### src/rtl/i2c_pkg.sv
// Shared definitions for the I2C register-initialisation sequencer.
package i2c_pkg;

  typedef enum logic [3:0] {
    StIdle,
    StFetch,
    StBegin,
    StWait,
    StWstop,
    StGap,
    StFail,
    StDone,
    StErr
  } seq_state_e;

  // One-cycle event pulses returned by the I2C master.
  typedef struct packed {
    logic start;
    logic ack;
    logic nack;
    logic stop;
  } i2c_flags_t;

  localparam logic I2C_WR = 1'b0;

endpackage

### src/rtl/i2c_init_seq.sv
// Walks a {reg_addr, reg_data} table and issues one 2-byte I2C write per entry,
// retrying on NACK/timeout, then raises init_finish (or error).
module i2c_init_seq
  import i2c_pkg::*;
#(
  parameter logic [7:0]  SLAVE_ADDR = 8'h42,
  parameter int unsigned NUM_REGS   = 16,
  parameter int unsigned GAP_CYC    = 200,
  parameter int unsigned MAX_RETRY  = 3,
  parameter int unsigned TIMEOUT    = 20000,
  parameter bit          AUTO_START = 1'b1,
  localparam int unsigned AW = (NUM_REGS > 1) ? $clog2(NUM_REGS) : 1
) (
  input  logic          clk,
  input  logic          rst_n,
  input  logic          start,
  output logic [AW-1:0] tbl_addr,
  input  logic [15:0]   tbl_data,
  output logic [7:0]    slave_addr,
  output logic          i2c_rw,
  output logic          i2c_begin,
  output logic          conti_write,
  output logic [7:0]    write_data,
  output logic          write_en,
  input  logic          flag_start,
  input  logic          flag_ack,
  input  logic          flag_nack,
  input  logic          flag_stop,
  output logic          busy,
  output logic          init_finish,
  output logic          error,
  output logic [AW-1:0] err_index
);

  localparam int unsigned CNT_MAX = (TIMEOUT > GAP_CYC) ? TIMEOUT : GAP_CYC;
  localparam int unsigned CW      = $clog2(CNT_MAX + 1);
  localparam int unsigned RW      = $clog2(MAX_RETRY + 2);

  localparam logic [CW-1:0] TMO_LAST  = CW'(TIMEOUT - 1);
  localparam logic [CW-1:0] GAP_LAST  = CW'(GAP_CYC - 1);
  localparam logic [RW-1:0] RETRY_MAX = RW'(MAX_RETRY);
  localparam logic [AW-1:0] IDX_LAST  = AW'(NUM_REGS - 1);

  seq_state_e    state_q, state_d;
  logic [AW-1:0] idx_q, idx_d, eidx_q, eidx_d;
  logic [RW-1:0] retry_q, retry_d;
  logic [CW-1:0] cnt_q, cnt_d;
  logic [1:0]    ackcnt_q, ackcnt_d;
  logic [7:0]    ra_q, ra_d, rd_q, rd_d, wdata_q, wdata_d;
  logic          redo_q, redo_d, we_q, we_d, conti_q, conti_d;
  logic          fin_q, fin_d, err_q, err_d;
  i2c_flags_t    flags;
  logic          any_flag;

  assign flags    = {flag_start, flag_ack, flag_nack, flag_stop};
  assign any_flag = |flags;

  always_comb begin
    state_d  = state_q;
    idx_d    = idx_q;
    eidx_d   = eidx_q;
    retry_d  = retry_q;
    cnt_d    = cnt_q;
    ackcnt_d = ackcnt_q;
    ra_d     = ra_q;
    rd_d     = rd_q;
    wdata_d  = wdata_q;
    redo_d   = redo_q;
    we_d     = 1'b0;
    conti_d  = conti_q;
    fin_d    = fin_q;
    err_d    = err_q;
    case (state_q)
      StIdle: if (AUTO_START || start) state_d = StFetch;
      StFetch: state_d = StBegin;
      // ROM data for idx is valid during the begin cycle.
      StBegin: begin
        ra_d     = tbl_data[15:8];
        rd_d     = tbl_data[7:0];
        ackcnt_d = '0;
        cnt_d    = '0;
        state_d  = StWait;
      end
      StWait: begin
        if (flags.nack) begin
          state_d = StFail;
        end else if (flags.ack) begin
          cnt_d = '0;
          unique case (ackcnt_q)
            2'd0: begin
              we_d = 1'b1; wdata_d = ra_q; conti_d = 1'b1; ackcnt_d = 2'd1;
            end
            2'd1: begin
              we_d = 1'b1; wdata_d = rd_q; conti_d = 1'b0; ackcnt_d = 2'd2;
            end
            default: state_d = StWstop;
          endcase
        end else if (any_flag) begin
          cnt_d = '0;
        end else if (cnt_q == TMO_LAST) begin
          state_d = StFail;
        end else begin
          cnt_d = cnt_q + 1'b1;
        end
      end
      StWstop: begin
        if (flags.stop) begin
          cnt_d   = '0;
          redo_d  = 1'b0;
          state_d = StGap;
        end else if (any_flag) begin
          cnt_d = '0;
        end else if (cnt_q == TMO_LAST) begin
          state_d = StFail;
        end else begin
          cnt_d = cnt_q + 1'b1;
        end
      end
      StFail: begin
        cnt_d = '0;
        if (retry_q < RETRY_MAX) begin
          retry_d = retry_q + 1'b1;
          redo_d  = 1'b1;
          state_d = StGap;
        end else begin
          err_d   = 1'b1;
          eidx_d  = idx_q;
          state_d = StErr;
        end
      end
      StGap: begin
        if (cnt_q != GAP_LAST) begin
          cnt_d = cnt_q + 1'b1;
        end else if (redo_q) begin
          state_d = StFetch;
        end else if (idx_q == IDX_LAST) begin
          fin_d   = 1'b1;
          state_d = StDone;
        end else begin
          idx_d   = idx_q + 1'b1;
          retry_d = '0;
          state_d = StFetch;
        end
      end
      StDone, StErr: begin
        if (start) begin
          idx_d   = '0;
          retry_d = '0;
          eidx_d  = '0;
          fin_d   = 1'b0;
          err_d   = 1'b0;
          state_d = StFetch;
        end
      end
      default: state_d = StIdle;
    endcase
  end

  always_ff @(posedge clk or negedge rst_n) begin
    if (!rst_n) begin
      state_q  <= StIdle;
      idx_q    <= '0;
      eidx_q   <= '0;
      retry_q  <= '0;
      cnt_q    <= '0;
      ackcnt_q <= '0;
      ra_q     <= '0;
      rd_q     <= '0;
      wdata_q  <= '0;
      redo_q   <= 1'b0;
      we_q     <= 1'b0;
      conti_q  <= 1'b0;
      fin_q    <= 1'b0;
      err_q    <= 1'b0;
    end else begin
      state_q  <= state_d;
      idx_q    <= idx_d;
      eidx_q   <= eidx_d;
      retry_q  <= retry_d;
      cnt_q    <= cnt_d;
      ackcnt_q <= ackcnt_d;
      ra_q     <= ra_d;
      rd_q     <= rd_d;
      wdata_q  <= wdata_d;
      redo_q   <= redo_d;
      we_q     <= we_d;
      conti_q  <= conti_d;
      fin_q    <= fin_d;
      err_q    <= err_d;
    end
  end

  assign tbl_addr    = idx_q;
  assign slave_addr  = SLAVE_ADDR;
  assign i2c_rw      = I2C_WR;
  assign i2c_begin   = (state_q == StBegin);
  assign conti_write = (state_q == StWait) && conti_q;
  assign write_data  = wdata_q;
  assign write_en    = we_q;
  assign busy        = !(state_q inside {StIdle, StDone, StErr});
  assign init_finish = fin_q;
  assign error       = err_q;
  assign err_index   = eidx_q;

endmodule

### config.mk
export PLATFORM = sky130hd
export DESIGN_NAME = i2c_init_seq
export DESIGN_NICKNAME = d
export VERILOG_FILES = /design/src/rtl/i2c_pkg.sv /design/src/rtl/i2c_init_seq.sv
export SDC_FILE = /design/constraint.sdc
export NUM_CORES = 1
export LEC_CHECK = 0
export BUFFER_PORTS_ARGS = -buffer_cell sky130_fd_sc_hd__buf_2
export CAP_MARGIN = 20
export CORE_UTILIZATION = 50
export DETAILED_ROUTE_END_ITERATION = 10
export GPL_ROUTABILITY_DRIVEN = 1
export PLACE_DENSITY = 0.72
export SETUP_SLACK_MARGIN = 0.15
export SLEW_MARGIN = 5
export SYNTH_ARGS = -nofsm -noshare
export SYNTH_HDL_FRONTEND = slang
export SYNTH_SLANG_ARGS = --single-unit
### constraint.sdc
create_clock -name clk -period 4.9 [get_ports clk]
set_input_delay 0.98 -clock clk [delete_from_list [all_inputs] [get_ports clk]]
set_output_delay 0.98 -clock clk [all_outputs]
set_load 0.01 [all_outputs]
==> impl_metrics.json <==
{
  "status": "completed",
  "h-tree-depth": 3,
  "yosys_warnings": 0,
  "clock_skew_ns": 0.00793,
  "gp_congestion": 0.865,
  "final_common_cell": "dfrtp_1",
  "postCtsHoldBufs": 0,
  "p_int_mw": 1.31,
  "clock_path_buffers": 2,
  "clkTransAtPathRegs_ns": 0.07,
  "synth_edf_count": 0,
  "drt-total-wl_um": 6960,
  "die_w_um": 83.2,
  "layout_common_cells": "61 x dfrtp_1, 45 x buf_2, 39 x o21ai_0, 31 x nand2_1, 18 x nor2_1",
  "hold_viol": 0,
  "dr.pass1.iters": 4,
  "crit_path_start_kind": "flop",
  "critPathTopFamily": "simple AND/OR/NAND/NOR gates",
  "num_vias": 2726,
  "ant_nets": 0,
  "clock_latency_ns": 0.36,
  "fmax_ghz": 0.320,
  "crit_required_ns": 3.92,
  "fin_ws_ns": 1.78,
  "cpPeakStageDelay_ns": 0.74,
  "rows": 29,
  "reg2reg_depth": 5,
  "power_frac_clock": 0.250,
  "cts_setup_buffers": 0,
  "drive_above_1_share": 0.245,
  "hp-class": "flop to flop",
  "crit_fanout": 23,
  "ir_drop_v": 0.000372,
  "leakage_nw": 1.68,
  "dieArea_um2": 6920,
  "syn_area_um2": 3290,
  "slew_violations": 0,
  "grt_pass1_wl_um": 12100,
  "rsz0062_at_grt": "no",
  "grt_pass1_vias": 2581,
  "syn_avg_cell_area_um2": 9.80,
  "cp.arrival_ns": 2.14,
  "crit_chain": "nor4bb_1, and2_1, buf_2",
  "finalSetupViolCount": 0,
  "start_util": 0.519,
  "grt_util_all_layers": 0.220,
  "clockRootBuffer": "clkbuf_8",
  "drt_iter0_drc": 193,
  "max_cap_violations": 0,
  "drc": 0,
  "n_antenna_cell": 0,
  "synth.area.top_cells": "dfrtp_1 46%, o21ai_0 5.9%, mux2_2 5.8%, nand2_1 3.5%, mux2i_1 3.0%",
  "tightest_slew_ns": 0.834,
  "synth_top_area_frac": 0.463,
  "synth_seq_cells": 61,
  "ctsResizeCount": 0,
  "crit_cells": 3,
  "yosysUniqueCellTypes": 59,
  "cp-end-kind": "primary output",
  "antenna_found_initial": 0,
  "dp_hpwl_um": 4840,
  "synth-main-ff-cell": "dfrtp_1",
  "clock-sinks": 61,
  "p_comb_frac": 0.353,
  "netlist_instances": 336,
  "cts_tree": "yes",
  "power.density_nw_per_um2": 548,
  "slowest_stage": "dfrtp_1",
  "grt_max_degree": 62,
  "core_area_um2": 6350,
  "nNetsFinal": 404,
  "whs_path_depth": 1,
  "crit_buf_inv": 1,
  "synthArstFlopShare": 1.00,
  "die_height_um": 83.2,
  "pre_cts_slack_ns": 1.91,
  "setup_tns_ns": 0,
  "power_switching_mw": 0.755,
  "synth_top_area_cell": "dfrtp_1",
  "io_buffer_count": 44,
  "period_minus_slack_ns": 3.12,
  "post_drt_wl_per_cell_um": 15.1,
  "cts_buffers": 9,
  "fillers": 544,
  "area_delta_synth_final_pct": 14.6,
  "yosysSeqAreaShare": 0.463,
  "fin_crit_sh": 0.638,
  "path_class": "flop to primary output",
  "grt_overflow": 0,
  "sw_frac_of_total": 0.365,
  "pwr-share-seq": 0.397,
  "io_pins": 54,
  "max_slew_margin": 0.440,
  "viasPerCell": 5.93
}
final cells by class:
| type | count | area (µm²) | area share |
|---|---|---|---|
| clock buffers | 10 | 138 | 0.0365 |
| multi-input cells | 252 | 1650 | 0.437 |
| clock inverters | 6 | 93.8 | 0.0249 |
| repair buffers | 48 | 248 | 0.0656 |
| well taps | 77 | 96.3 | 0.0255 |
| flip-flops and latches | 61 | 1530 | 0.404 |
| inverters | 6 | 22.5 | 0.00597 |
metal layers:
metal	routed length, µm	GRT usage	up-vias
met5	0	0	-
met4	126	0.0846	0
met3	484	0.0835	14
met2	3170	0.325	92
met1	3170	0.292	1294
li1	-	-	1326
worst reg2reg max path: cells and delay by family (launching register included):
kind             cells  cell delay [ns]
AO/OA/AOI/OAI        2             0.55
flip-flops           1             0.74
AND/OR/NAND/NOR      3             1.59
logic make-up (layout without fill, tap and decap cells):
group	after synthesis	after routing	synth area share
simple gates	115	115	0.197
compound gates	98	98	0.191
flops	61	61	0.463
buf+inv	30	70	0.0456
mux	27	27	0.0885
fa+ha+maj	3	3	0.0114
other cells	2	9	0.00228
cell usage after synthesis (all sizes together) (3+ instances only):
cell type and n:
ha 3, mux2 17, nand2b 3, o21ai 39, o22ai 5, or4 4
mux2i 10, and3 3, nor3b 3, nor2 18, nand3 12, and2 4
buf 13, clkbuf 11, a22o 6, nor3 4, nand3b 4, o31ai 5
a21o 3, nor2b 5, a2bb2oi 3, a21oi 13, o22a 3, nor4 6
nand2 31, dfrtp 61, a31oi 6, inv 6, nor4bb 3, nand4 3
power by group through the flow:
stage	clock, mW	combinational, mW	sequential [mW]
after CTS	0.527	0.726	0.823
final	0.517	0.730	0.822
after global placement	0	0.709	0.825
after global routing	0.547	0.815	0.853
after detailed placement	0	0.724	0.832
after floorplan	0	0.559	0.787
flip-flops by register name (all words and copies together) (netlist names):
name and flops:
ackcnt_q 2, cnt_q 15, conti_q 1, err_index 4, error 1, init_finish 1
ra_q 8, rd_q 8, redo_q 1, retry_q 3, state_q 4, tbl_addr 4
write_data 8, write_en 1
path summary, 6_finish.rpt:
kind | from | to | slack [ns]
min in group asynchronous | rst_n | cnt_q[8]$_DFFE_PN0P_ | 0.77
worst max-delay path | state_q[1]$_DFFE_PN0P_ | conti_write | 1.78
worst min register to register | error$_DFFE_PN0P_ | error$_DFFE_PN0P_ | 0.47
worst max register to register | state_q[1]$_DFFE_PN0P_ | state_q[0]$_DFFE_PN0P_ | 1.90
max in group asynchronous | rst_n | cnt_q[4]$_DFFE_PN0P_ | 3.63
worst min-delay path | error$_DFFE_PN0P_ | error$_DFFE_PN0P_ | 0.47
stage by stage:
stage                util  cell area [µm²]  hold WS (ns)  power, mW  instances
finish              0.594             3770         0.474       2.07        460
global route        0.594             3770         0.491       2.22        460
CTS                 0.593             3760         0.478       2.08        458
detailed placement  0.556             3530         0.461       1.56        442
global placement    0.556             3530         0.455       1.53        442
floorplan               -             3320         0.442       1.35        343
Power figures use the tool's default switching activity.
